--- src/rtl/seq_detect_sched.sv ---
// Purpose: byte-to-bit scheduler feeding an overlapping serial pattern detector with match counting.
// Latency: a byte shifts out over DATA_W cycles; match is registered one cycle after its bit is on bit_out.
// Backpressure: in_ready is high only in WAIT, so at most one byte is taken every DATA_W+1 cycles.
//
// Ports:
//   clk, rst                       clock and synchronous active-high reset
//   cfg_we, cfg_pattern, cfg_len,  configuration write (IDLE only): pattern (bit [len-1] oldest),
//   cfg_thresh                     length 2..PAT_MAX, irq threshold (0 disables irq)
//   start, stop                    begin a run from IDLE / end the run after the current byte
//   in_valid, in_data, in_ready    byte-wide valid/ready input
//   bit_out                        bit currently being shifted (0 outside SHIFT)
//   match, match_cnt, irq          detection pulse, saturating count, sticky threshold flag
//   busy                           high whenever the controller is not IDLE
module seq_detect_sched #(
  parameter int DATA_W  = 8,
  parameter int PAT_MAX = 8,
  parameter int LEN_W   = 4,
  parameter int CNT_W   = 8
) (
  input  logic               clk,
  input  logic               rst,
  input  logic               cfg_we,
  input  logic [PAT_MAX-1:0] cfg_pattern,
  input  logic [LEN_W-1:0]   cfg_len,
  input  logic [CNT_W-1:0]   cfg_thresh,
  input  logic               start,
  input  logic               stop,
  input  logic               in_valid,
  input  logic [DATA_W-1:0]  in_data,
  output logic               in_ready,
  output logic               bit_out,
  output logic               match,
  output logic [CNT_W-1:0]   match_cnt,
  output logic               irq,
  output logic               busy
);

  localparam int IDX_W = (DATA_W > 1) ? $clog2(DATA_W) : 1;

  localparam logic [LEN_W-1:0]   LEN_MIN  = LEN_W'(2);
  localparam logic [LEN_W-1:0]   LEN_MAX  = LEN_W'(PAT_MAX);
  localparam logic [IDX_W-1:0]   IDX_LAST = IDX_W'(DATA_W - 1);
  localparam logic [CNT_W-1:0]   CNT_MAX  = '1;
  localparam logic [PAT_MAX-1:0] PAT_RST  = PAT_MAX'(5'b10101);
  localparam logic [LEN_W-1:0]   LEN_RST  = LEN_W'(5);
  localparam logic [CNT_W-1:0]   THR_RST  = CNT_W'(1);

  typedef enum logic [1:0] {
    S_IDLE  = 2'd0,
    S_WAIT  = 2'd1,
    S_SHIFT = 2'd2
  } state_t;

  state_t             state_q, state_d;
  logic [DATA_W-1:0]  shreg_q, shreg_d;
  logic [IDX_W-1:0]   idx_q, idx_d;
  // Only PAT_MAX-1 past bits are kept: together with the incoming bit they
  // form the full PAT_MAX-wide compare window, so the oldest bit is never needed.
  logic [PAT_MAX-2:0] hist_q, hist_d;
  logic [LEN_W-1:0]   vcnt_q, vcnt_d;
  logic               stop_pend_q, stop_pend_d;
  logic [PAT_MAX-1:0] pat_q, pat_d;
  logic [LEN_W-1:0]   len_q, len_d;
  logic [CNT_W-1:0]   thresh_q, thresh_d;
  logic               match_q, match_d;
  logic [CNT_W-1:0]   cnt_q, cnt_d;
  logic               irq_q, irq_d;

  logic               bit_cur;
  logic [PAT_MAX-1:0] win_new;
  logic [LEN_W-1:0]   vcnt_inc;
  logic [PAT_MAX-1:0] len_mask;
  logic               len_ok;
  logic               hit;

  // Bit presented this cycle; forced low outside SHIFT so the diagnostic
  // output is quiet while idle or stalled.
  assign bit_cur  = (state_q == S_SHIFT) & shreg_q[DATA_W-1];

  // History as it will look after this cycle's bit is shifted in.
  assign win_new  = {hist_q, bit_cur};

  // Valid-bit count including the incoming bit, saturating at PAT_MAX.
  assign vcnt_inc = (vcnt_q == LEN_MAX) ? vcnt_q : vcnt_q + LEN_W'(1);

  assign len_ok   = (len_q >= LEN_MIN) && (len_q <= LEN_MAX);

  // Selects the low len bits of pattern and history for comparison.
  always_comb begin
    len_mask = '0;
    for (int i = 0; i < PAT_MAX; i++) begin
      len_mask[i] = (i < int'(len_q));
    end
  end

  assign hit = (vcnt_inc >= len_q) && (((win_new ^ pat_q) & len_mask) == '0);

  // Next-state and datapath control.
  always_comb begin
    state_d     = state_q;
    shreg_d     = shreg_q;
    idx_d       = idx_q;
    hist_d      = hist_q;
    vcnt_d      = vcnt_q;
    stop_pend_d = stop_pend_q;
    pat_d       = pat_q;
    len_d       = len_q;
    thresh_d    = thresh_q;
    match_d     = 1'b0;
    cnt_d       = cnt_q;
    irq_d       = irq_q;

    unique case (state_q)
      S_IDLE: begin
        // A config write in the same cycle as start wins; the start is dropped.
        if (cfg_we) begin
          pat_d    = cfg_pattern;
          len_d    = cfg_len;
          thresh_d = cfg_thresh;
        end else if (start && len_ok) begin
          cnt_d   = '0;
          irq_d   = 1'b0;
          hist_d  = '0;
          vcnt_d  = '0;
          state_d = S_WAIT;
        end
      end

      S_WAIT: begin
        // stop outranks a same-cycle transfer: the offered byte is not taken.
        if (stop) begin
          state_d = S_IDLE;
        end else if (in_valid) begin
          shreg_d     = in_data;
          idx_d       = '0;
          stop_pend_d = 1'b0;
          state_d     = S_SHIFT;
        end
      end

      S_SHIFT: begin
        hist_d  = win_new[PAT_MAX-2:0];
        vcnt_d  = vcnt_inc;
        shreg_d = {shreg_q[DATA_W-2:0], 1'b0};
        idx_d   = idx_q + IDX_W'(1);
        match_d = hit;

        // irq fires only on the increment that lands on the threshold, so
        // a saturated counter sitting at the threshold does not re-trigger it.
        if (hit && (cnt_q != CNT_MAX)) begin
          cnt_d = cnt_q + CNT_W'(1);
          if ((thresh_q != '0) && (cnt_d == thresh_q)) begin
            irq_d = 1'b1;
          end
        end

        // A stop during the byte is remembered; the byte always finishes.
        if (stop) begin
          stop_pend_d = 1'b1;
        end

        if (idx_q == IDX_LAST) begin
          state_d     = (stop_pend_q || stop) ? S_IDLE : S_WAIT;
          stop_pend_d = 1'b0;
        end
      end

      default: begin
        state_d = S_IDLE;
      end
    endcase
  end

  always_ff @(posedge clk) begin
    if (rst) begin
      state_q     <= S_IDLE;
      shreg_q     <= '0;
      idx_q       <= '0;
      hist_q      <= '0;
      vcnt_q      <= '0;
      stop_pend_q <= 1'b0;
      pat_q       <= PAT_RST;
      len_q       <= LEN_RST;
      thresh_q    <= THR_RST;
      match_q     <= 1'b0;
      cnt_q       <= '0;
      irq_q       <= 1'b0;
    end else begin
      state_q     <= state_d;
      shreg_q     <= shreg_d;
      idx_q       <= idx_d;
      hist_q      <= hist_d;
      vcnt_q      <= vcnt_d;
      stop_pend_q <= stop_pend_d;
      pat_q       <= pat_d;
      len_q       <= len_d;
      thresh_q    <= thresh_d;
      match_q     <= match_d;
      cnt_q       <= cnt_d;
      irq_q       <= irq_d;
    end
  end

  assign in_ready  = (state_q == S_WAIT);
  assign busy      = (state_q != S_IDLE);
  assign bit_out   = bit_cur;
  assign match     = match_q;
  assign match_cnt = cnt_q;
  assign irq       = irq_q;

endmodule

--- config.mk ---
export PLATFORM = sky130hd
export DESIGN_NAME = seq_detect_sched
export DESIGN_NICKNAME = d
export VERILOG_FILES = /design/src/rtl/seq_detect_sched.sv
export SDC_FILE = /design/constraint.sdc
export NUM_CORES = 1
export LEC_CHECK = 0
export BUFFER_PORTS_ARGS = -buffer_cell sky130_fd_sc_hd__clkbuf_2
export CAP_MARGIN = 20
export CORE_UTILIZATION = 50
export CTS_CLUSTER_SIZE = 25
export DETAILED_ROUTE_END_ITERATION = 7
export PLACE_DENSITY = 0.69
export SLEW_MARGIN = 20
export SYNTH_ARGS = -nofsm -noshare
export SYNTH_HDL_FRONTEND = slang
export SYNTH_SLANG_ARGS = --single-unit
export TNS_END_PERCENT = 10
--- constraint.sdc ---
create_clock -name clk -period 4.44 [get_ports clk]
set_input_delay 0.222 -clock clk [delete_from_list [all_inputs] [get_ports clk]]
set_output_delay 0.222 -clock clk [all_outputs]
set_load 0.03 [all_outputs]
==> flow_summary.toml <==
[outcome]
status = "finished, final reports clean"

[critical_path]
path_max_fanout = 16
path_cells = "inv_1, ha_1, and2_1, xnor2_1, a32o_1, nor4bb_1, buf_4, a21oi_2, a311o_1"
r2r-end = "match_cnt[6]"
start_kind = "register"
timing.critical_path.slowest_stage_cell = "ha_1"
crit_type = "reg2reg"
end_kind = "register"
slowest_delay_ps = 620
timing.rr.start = "state_q[0]"
worstPathArrival_ps = 2960
ff2ff_path_depth = 9
cp_data_required_time_ps = 4640
r2r_slack_ps = 1680

[synthesis]
ys.flop_type = "dfxtp_1"
synth-compound-area-share = 0.1906
yosysSeqAreaShare = 0.3865
ys_warn_count = 0
syn-cell-area_um2 = 2849
synthMuxAreaShare = 0.04392
syn_nets = 392
synth_edf_count = 0
synth-seq-cells = 55
synth.distinct_cells = 47
syn_inst = 345
avgSynthCellArea_um2 = 8.258
synth_top_family_by_area = "simple AND/OR/NAND/NOR gates"
synthXorXnorAreaFrac = 0.06763
synthAdderAreaFrac = 0.05709
synthSimpleGateAreaFrac = 0.2104
async_flop_share = 0

[pwr]
p_clk_frac = 0.211
swShare = 0.3579
report.power.total_w = 0.001286
power_switching_w = 0.0004603
powerDensity_nw_per_um2 = 402.3
p_seq_frac = 0.480
comb_power_share = 0.309
ir_drop_uv = 252.5
p_leak_nw = 1.328
internal-power_w = 0.0008257

[die]
initial_utilization = 0.5174
die_x_um = 77.49
rows = 27
coreArea_um2 = 5507
die_h_um = 77.49
io_pins = 47
dieArea_um2 = 6004

[worst_hold_path]
hold_start = "cfg_pattern[2]"
hold_class = "in2reg"
hold_depth = 3
min_to = "pat_q[2]"

[placed_design]
dp.cells = 447
io_buffers = 46
gp_congestion = 0.7925
pre_cts_ws_ps = 1681
place_hpwl_um = 4596

[sta]
whs_ps = 117.1
fin_setup_tns_ps = 0
rsz0062_at_grt = "false"
fin_crit_sh = 0.6224
fmax_mhz = 361.9
max_slew_margin = 0.3617
clock-skew-final_ps = 6.193
slew_violations = 0
worstMarginPinSlew_ps = 957.4
finalHoldViolations = 0
layout_setup_ws_ps = 1677
finalSetupViolCount = 0
period_minus_slack_ps = 2763

[run]
cap_violations = 0

[finish]
final_cell_mix = "55 x dfxtp_1, 51 x nand2_1, 46 x clkbuf_2"
stdcell_count = 455
nets = 429
final_common_cell = "dfxtp_1"
fillers = 550
drive_above_1_share = 0.1540
area_growth_pct = 12.21
antenna_cells = 0

[clocking]
cts_resized = 0
clk_latency_ps = 310
cts-root-buf = "clkbuf_8"
numCtsBuffers = 5
cts_hold_buf = 0
path_clk_slew_ps = 90
cts_sinks = 55
cts-htree-levels = 2
postCtsSetupBuffers = 0
cts.path.max_buffers = 2
cts_tree = "done"

[detailed_routing]
vias = 2474
dr.pass1.iters = 4
routed_via_density = 5.437
drtIter0Drc = 174
drc = 0
antenna_left = 0
routedWlPerCell_um = 13.84
drt_wl_total_um = 6298

[grt]
grt_pass1_vias = 2406
gr-total-overflow = 0
grt_usage = 0.2292
grt_max_degree = 47
grt_pass1_wl_um = 11030
antenna_found_initial = 0
-- worst max-delay path by stage --
stage | end | slack (ps) | startpoint
2_1_floorplan | match_cnt[6] | 1990 | vcnt_q[0]
6_report | match_cnt[6] | 1680 | state_q[0]
5_1_grt | match_cnt[6] | 1460 | state_q[0]
3_3_place_gp | match_cnt[6] | 1820 | state_q[0]
4_1_cts | match_cnt[6] | 1660 | state_q[0]
3_5_place_dp | match_cnt[6] | 1680 | state_q[0]
-- layer usage --
metal,global-route usage,part of all wire
met5,0,0
met2,0.3726,0.46
met4,0.06415,0.010
met3,0.04235,0.034
met1,0.3092,0.50
-- worst max-delay path, delay by kind of cell (launching register included) --
kind | cells | cell delay, ps
fa+ha+maj | 1 | 620
simple gates | 2 | 550
flops | 1 | 350
buf+inv | 2 | 310
compound gates | 3 | 670
xor+xnor | 1 | 160
-- layout make-up --
type                       instances  area, µm²  share of cell area
clock buffer                       6      72.57             0.02270
tap                               72      90.09             0.02818
inverter                          16      60.06             0.01879
clock inverter                     2      12.51            0.003914
sequential                        55       1101              0.3444
timing repair buffer              47      237.7             0.07436
multi-input combinational        257       1623              0.5076
-- power by group through the flow --
| stage | Combinational, W | Clock (W) | Sequential (W) |
|---|---|---|---|
| finish | 0.000398 | 0.000271 | 0.000617 |
| detailed placement | 0.000402 | 0 | 0.000628 |
| CTS | 0.000403 | 0.000280 | 0.000617 |
| global route | 0.000456 | 0.000294 | 0.000628 |
| floorplan | 0.000316 | 0 | 0.000615 |
| global placement | 0.000395 | 0 | 0.000625 |
-- metrics by stage --
stage / util / cell area [µm²]
2_1_floorplan: - / 2849
3_3_place_gp: 0.5651 / 3112
3_5_place_dp: 0.5651 / 3112
4_1_cts: 0.5806 / 3197
5_1_grt: 0.5806 / 3197
6_report: 0.5806 / 3197
-- state kept, by name, summed over array words and instances (netlist names) --
register	count
match_cnt	8
pat_q	8
shreg_q	8
thresh_q	8
hist_q	7
len_q	4
vcnt_q	4
idx_q	3
state_q	2
irq	1
match	1
stop_pend_q	1
-- synthesized netlist by cell type (8+ instances only) --
master | count | share of area
a211oi_1 | 9 | 0.024
a21oi_1 | 27 | 0.047
a22oi_1 | 10 | 0.026
and2_1 | 8 | 0.018
clkbuf_1 | 14 | 0.018
dfxtp_1 | 55 | 0.39
ha_1 | 13 | 0.057
inv_1 | 15 | 0.020
mux2i_1 | 11 | 0.039
nand2_1 | 51 | 0.067
nand3_1 | 12 | 0.021
nor2_1 | 28 | 0.037
o21ai_0 | 15 | 0.026
xnor2_1 | 12 | 0.037
xor2_1 | 10 | 0.031
-- cells by family after synthesis --
| family | count (synthesis) |
|---|---|
| buf+inv | 33 |
| flops | 55 |
| fa+ha+maj | 13 |
| simple gates | 128 |
| compound gates | 82 |
| xor+xnor | 22 |
| mux | 12 |
No activity file was read; power rests on OpenSTA's default activity.
